[config.mk]
export PLATFORM = sky130hd
export DESIGN_NAME = voice_allocator
export DESIGN_NICKNAME = d
export VERILOG_FILES = /design/src/rtl/voice_allocator.sv
export SDC_FILE = /design/constraint.sdc
export NUM_CORES = 1
export LEC_CHECK = 0
export CAP_MARGIN = 20
export CORE_UTILIZATION = 50
export CTS_BUF_LIST = sky130_fd_sc_hd__clkbuf_16
export CTS_CLUSTER_DIAMETER = 150
export CTS_CLUSTER_SIZE = 8
export DETAILED_ROUTE_END_ITERATION = 16
export GPL_TIMING_DRIVEN = 0
export PLACE_DENSITY = 0.81
export REMOVE_ABC_BUFFERS = 1
export SYNTH_ARGS = -nofsm -noshare
export SYNTH_HDL_FRONTEND = slang
export SYNTH_SLANG_ARGS = --single-unit
[constraint.sdc]
create_clock -name clock -period 8 [get_ports clock]
set_input_delay 1.6 -clock clock [delete_from_list [all_inputs] [get_ports clock]]
set_output_delay 1.6 -clock clock [all_outputs]
set_load 0.005 [all_outputs]
[src/rtl/voice_allocator.sv]
// Voice allocator: assigns note-on/note-off events to oscillator slots with LRU stealing.

package voice_allocator_pkg;

    typedef enum logic [1:0] {
        WAVE_SIN = 2'd0,
        WAVE_TRI = 2'd1,
        WAVE_SAW = 2'd2,
        WAVE_SQR = 2'd3
    } wave_sel_t;

    typedef struct packed {
        logic [6:0] note;
        logic [6:0] velocity;
        wave_sel_t  wave_sel;
        logic       note_en;
    } dsp_to_osc_t;

endpackage

module voice_allocator
    import voice_allocator_pkg::*;
#(
    parameter int unsigned NUM_VOICES = 8,
    parameter int unsigned AGE_W      = $clog2(NUM_VOICES)
) (
    input  logic                       clock,
    input  logic                       reset_l,
    input  logic                       event_valid,
    output logic                       event_ready,
    input  logic                       event_on,
    input  logic [6:0]                 event_note,
    input  logic [6:0]                 event_velocity,
    input  logic [1:0]                 wave_sel,
    output logic [17*NUM_VOICES-1:0]   voice_out,
    output logic [AGE_W:0]             active_count,
    output logic                       steal_pulse
);

    localparam int unsigned REC_W = $bits(dsp_to_osc_t);
    localparam logic [AGE_W-1:0] LAST = AGE_W'(NUM_VOICES - 1);

    typedef enum logic [1:0] {ST_IDLE, ST_SCAN, ST_COMMIT} state_t;
    typedef enum logic [1:0] {EV_NONE, EV_ON, EV_OFF} ev_kind_t;

    state_t           state;
    logic [AGE_W-1:0] idx;
    ev_kind_t         ev_kind;
    logic [6:0]       ev_note;
    logic [6:0]       ev_vel;
    logic             match_found;
    logic [AGE_W-1:0] match_idx;
    logic             free_found;
    logic [AGE_W-1:0] free_idx;
    logic [AGE_W-1:0] oldest_idx;

    dsp_to_osc_t      voices  [NUM_VOICES];
    logic [AGE_W-1:0] age     [NUM_VOICES];
    logic [AGE_W-1:0] age_nxt [NUM_VOICES];

    logic [AGE_W-1:0] tgt;
    logic [AGE_W-1:0] tgt_age;
    logic             do_write;
    logic             do_off;
    logic             alloc_free;
    logic             steal;

    // Commit decision from the scan results, plus the resulting age ranks
    always_comb begin
        tgt        = match_idx;
        do_write   = 1'b0;
        do_off     = 1'b0;
        alloc_free = 1'b0;
        steal      = 1'b0;
        case (ev_kind)
            EV_ON: begin
                do_write = 1'b1;
                if (match_found) begin
                    tgt = match_idx;
                end else if (free_found) begin
                    tgt        = free_idx;
                    alloc_free = 1'b1;
                end else begin
                    tgt   = oldest_idx;
                    steal = 1'b1;
                end
            end
            EV_OFF:  do_off = match_found;
            default: ;
        endcase
        tgt_age = age[tgt];
        for (int i = 0; i < NUM_VOICES; i++) begin
            age_nxt[i] = age[i];
            if (do_write) begin
                if (AGE_W'(i) == tgt) begin
                    age_nxt[i] = '0;
                end else if (voices[i].note_en && (alloc_free || age[i] < tgt_age)) begin
                    age_nxt[i] = age[i] + AGE_W'(1);
                end
            end else if (do_off) begin
                if (voices[i].note_en && age[i] > tgt_age) begin
                    age_nxt[i] = age[i] - AGE_W'(1);
                end
            end
        end
    end

    // Handshake FSM, voice scan, voice/age commit and wave_sel broadcast
    always_ff @(posedge clock or negedge reset_l) begin
        if (!reset_l) begin
            state        <= ST_IDLE;
            event_ready  <= 1'b1;
            idx          <= '0;
            ev_kind      <= EV_NONE;
            ev_note      <= '0;
            ev_vel       <= '0;
            match_found  <= 1'b0;
            match_idx    <= '0;
            free_found   <= 1'b0;
            free_idx     <= '0;
            oldest_idx   <= '0;
            active_count <= '0;
            steal_pulse  <= 1'b0;
            for (int i = 0; i < NUM_VOICES; i++) begin
                voices[i] <= '0;
                age[i]    <= '0;
            end
        end else begin
            steal_pulse <= 1'b0;
            for (int i = 0; i < NUM_VOICES; i++) begin
                voices[i].wave_sel <= wave_sel_t'(wave_sel);
            end
            case (state)
                ST_IDLE: begin
                    if (event_valid && event_ready) begin
                        ev_note     <= event_note;
                        ev_vel      <= event_velocity;
                        if (event_note < 7'd21 || event_note > 7'd108) begin
                            ev_kind <= EV_NONE;
                        end else if (event_on && event_velocity != 7'd0) begin
                            ev_kind <= EV_ON;
                        end else begin
                            ev_kind <= EV_OFF;
                        end
                        match_found <= 1'b0;
                        match_idx   <= '0;
                        free_found  <= 1'b0;
                        free_idx    <= '0;
                        oldest_idx  <= '0;
                        idx         <= '0;
                        event_ready <= 1'b0;
                        state       <= ST_SCAN;
                    end
                end
                ST_SCAN: begin
                    if (voices[idx].note_en && voices[idx].note == ev_note) begin
                        match_found <= 1'b1;
                        match_idx   <= idx;
                    end
                    if (!voices[idx].note_en && !free_found) begin
                        free_found <= 1'b1;
                        free_idx   <= idx;
                    end
                    if (voices[idx].note_en && age[idx] == LAST) begin
                        oldest_idx <= idx;
                    end
                    if (idx == LAST) begin
                        state <= ST_COMMIT;
                    end else begin
                        idx <= idx + AGE_W'(1);
                    end
                end
                ST_COMMIT: begin
                    if (do_write) begin
                        voices[tgt].note     <= ev_note;
                        voices[tgt].velocity <= ev_vel;
                        voices[tgt].note_en  <= 1'b1;
                    end
                    if (do_off) begin
                        voices[tgt].note_en <= 1'b0;
                    end
                    for (int i = 0; i < NUM_VOICES; i++) begin
                        age[i] <= age_nxt[i];
                    end
                    if (alloc_free) begin
                        active_count <= active_count + (AGE_W+1)'(1);
                    end else if (do_off) begin
                        active_count <= active_count - (AGE_W+1)'(1);
                    end
                    steal_pulse <= steal;
                    event_ready <= 1'b1;
                    state       <= ST_IDLE;
                end
                default: begin
                    event_ready <= 1'b1;
                    state       <= ST_IDLE;
                end
            endcase
        end
    end

    // Flatten the voice registers onto the output bus
    for (genvar gi = 0; gi < NUM_VOICES; gi++) begin : g_out
        assign voice_out[REC_W*gi +: REC_W] = voices[gi];
    end

endmodule

==> flow_summary.toml <==
[timing]
fin_crit_ps = 4830
drv_slew = 0
rsz0062_at_grt = "no"
setup_violations = 0
slew_headroom_pct = 25.5
max_freq_ghz = 0.207
period_share_pct = 60.4
worstMarginPinSlew_ps = 1120
whs_ps = 480
finClkSkew_ps = 12.3
hold_viol_final = 0

[synthesis]
synthFlopType = "dfrtp_1"
synth-async-reset-ratio_pct = 100
synth_top_family_by_area = "multiplexers"
ys_top_cells_by_area = "dfrtp_1, mux2_2, ha_1, mux4_2, nand2_1"
ys_ff_latch = 184
synthSimpleGateAreaFrac_pct = 9.22
synth_mux_area_share_pct = 22.0
synth_compound_area_share_pct = 10.5
yosysMostFrequentCell = "dfrtp_1"
ys_types = 62
ys_warn_count = 0
yosysTopAreaCellShare_pct = 47.7
synthAdderAreaFrac_pct = 4.90
yosysSeqAreaShare_pct = 47.9
synth_top_area_cell = "dfrtp_1"
synth_area_per_cell_um2 = 11.6
syn_area_mm2 = 0.00961
synth_edf_count = 0
synthTopCellsByCount = "dfrtp_1, mux2_2, nand2_1"
synth_xor_area_share_pct = 1.55
synth_cells = 828

[global_routing]
met2_usage_pct = 41.7
gr-max-usage-layer = "met2"
grt_use_total_pct = 26.5
grt_pass1_wl_um = 40300
met3_usage_pct = 8.76
antenna_found_initial = 0
grt_max_degree = 121
met1_usage_pct = 33.1
grt_remaining_overflow = 0
grt_pass1_vias = 7514

[worst_setup_path]
crit_path_end_kind = "flop"
r2r_slack_ps = 3170
path_cells = "nand2b_1, nor3_1, a21oi_1, a211oi_1, a211oi_1, nor2_1, ha_1, a31oi_1, nand2_1, a31oi_1, o21a_1, mux2_1"
rr_startpoint = "ev_kind[1]$_DFFE_PN0P_"
critPathKind = "reg2reg"
startpoint = "ev_kind[1]$_DFFE_PN0P_"
cp-start-kind = "flop"
cpMaxStageDelayCell = "nand2b_1"
path_delay_family = "simple AND/OR/NAND/NOR gates"
cp_num_buf_inv = 0
critPathRequiredTime_ps = 8320
critical_path_arrival_ps = 5150
cpPeakStageDelay_ps = 700
crit_fanout = 25

[pwr]
leakagePower_uw = 0.00553
ir_worst_vdd_v = 0.000198
power_density_mw_per_mm2 = 315
power_uw = 3800

[hold_path]
min_path_type = "reg2reg"
hp-start = "active_count[3]$_DFFE_PN0P_"

[detailed_routing]
vias_per_cell = 6.09
wire_per_inst_um = 20.7
dr_total_vias = 7387
firstDrtPassIters = 5
final_antenna_net_count = 0
drt-initial-drc-count = 679
drc_errors = 0
routed_wl_um = 25200

[cells_and_area]
ff_latch_area_mm2 = 0.00461
post-route-util_pct = 64.2
drive_above_1_share_pct = 21.1
fillers = 1387
final_area_mm2 = 0.0121
nets = 1023
multi_input_area_mm2 = 0.00465
area_delta_synth_final_pct = 25.4
diodes = 0

[clock_tree]
post_cts_buffers = 0
cts_buffer_depth = 2
root_buffer = "clkbuf_16"
cts.sinks = 184
cts_made_buffers = 17
cts_tree = "built"
clk_latency_ps = 440
path_clk_slew_ps = 80
htreeDepth = 4
cts_resized = 0
holdBufCountCts = 0

[die]
coreArea_mm2 = 0.0188
die_h_um = 141
die-width_um = 141
io_pins = 162
start_util_pct = 51.2
dieArea_mm2 = 0.0198
num_rows = 50

[placed_design]
dpl_cell_area_mm2 = 0.0114
place_hpwl_um = 17100
gp_congestion = 0.880
io_buffers = 161

[run_status]
status = "complete, no violations"

[job]
maxCapViolCount = 0
## kinds of logic (layout without fill, tap and decap cells)
kind of cell	Yosys count	in the layout
AO/OA/AOI/OAI	143	143
XOR/XNOR	17	17
adder cells (fa/ha/maj)	37	37
buffers and inverters	81	232
flip-flops	184	184
multiplexers	171	171
AND/OR/NAND/NOR	195	195
## layout make-up
class	instances	area share [%]
Timing Repair Buffer	172	14.7
Inverter	28	0.872
Clock buffer	17	3.53
Multi-Input combinational cell	563	38.6
Tap cell	234	2.43
Clock inverter	15	1.62
Sequential cell	184	38.2
## layout by cell type (no fill, tap or decap), types with 5 or more instances in the layout
| cell | synthesis | final |
|---|---|---|
| mux2_1 | 5 | 5 |
| mux4_2 | 17 | 17 |
| a22o_1 | 7 | 7 |
| nand4_1 | 9 | 9 |
| and2_1 | 10 | 10 |
| a22oi_1 | 7 | 7 |
| clkinv_8 | 0 | 6 |
| mux2_2 | 123 | 123 |
| mux2i_1 | 21 | 21 |
| a31oi_1 | 14 | 14 |
| o221ai_1 | 9 | 9 |
| clkbuf_16 | 0 | 17 |
| o21ai_0 | 19 | 19 |
| a211oi_1 | 6 | 6 |
| nand2_1 | 95 | 95 |
| o2111ai_1 | 5 | 5 |
| clkdlybuf4s50_1 | 0 | 160 |
| nand2b_1 | 7 | 7 |
| xor2_1 | 5 | 5 |
| nand3_1 | 9 | 9 |
| ha_1 | 36 | 36 |
| nor2_1 | 45 | 42 |
| inv_1 | 27 | 27 |
| xnor2_1 | 12 | 12 |
| a21o_1 | 6 | 6 |
| a21oi_1 | 29 | 29 |
| dfrtp_1 | 183 | 182 |
| o22ai_1 | 6 | 6 |
## final timing paths
kind | depth (start not counted) | end
max | 12 | age[3]$_DFFE_PN0P_
min | 1 | active_count[3]$_DFFE_PN0P_
max reg2reg | 12 | age[3]$_DFFE_PN0P_
min reg2reg | 1 | active_count[3]$_DFFE_PN0P_
max in group asynchronous | 2 | asynchronous set/reset pin
min in group asynchronous | 1 | age[18]$_DFFE_PN0P_
## metal layers
layer	vias up	share of wire, %
li1	3282	-
met1	3683	41
met2	355	46
met3	67	9.1
met4	0	3.9
met5	-	0
## metrics by stage
step | setup slack [ps] | TNS (ps) | std cells
after detailed placement | 3440 | 0 | 1180
after floorplan | 3790 | 0 | 775
after global routing | 2890 | 0 | 1213
after CTS | 3310 | 0 | 1212
after global placement | -2470 | -448250 | 1170
final | 3170 | 0 | 1213
## where the power goes
part           total [uW]  switching (uW)  internal, uW
combinational        1560             858           706
sequential           1380             301          1080
clock                 857             429           429
No activity file was read; power rests on OpenSTA's default activity.
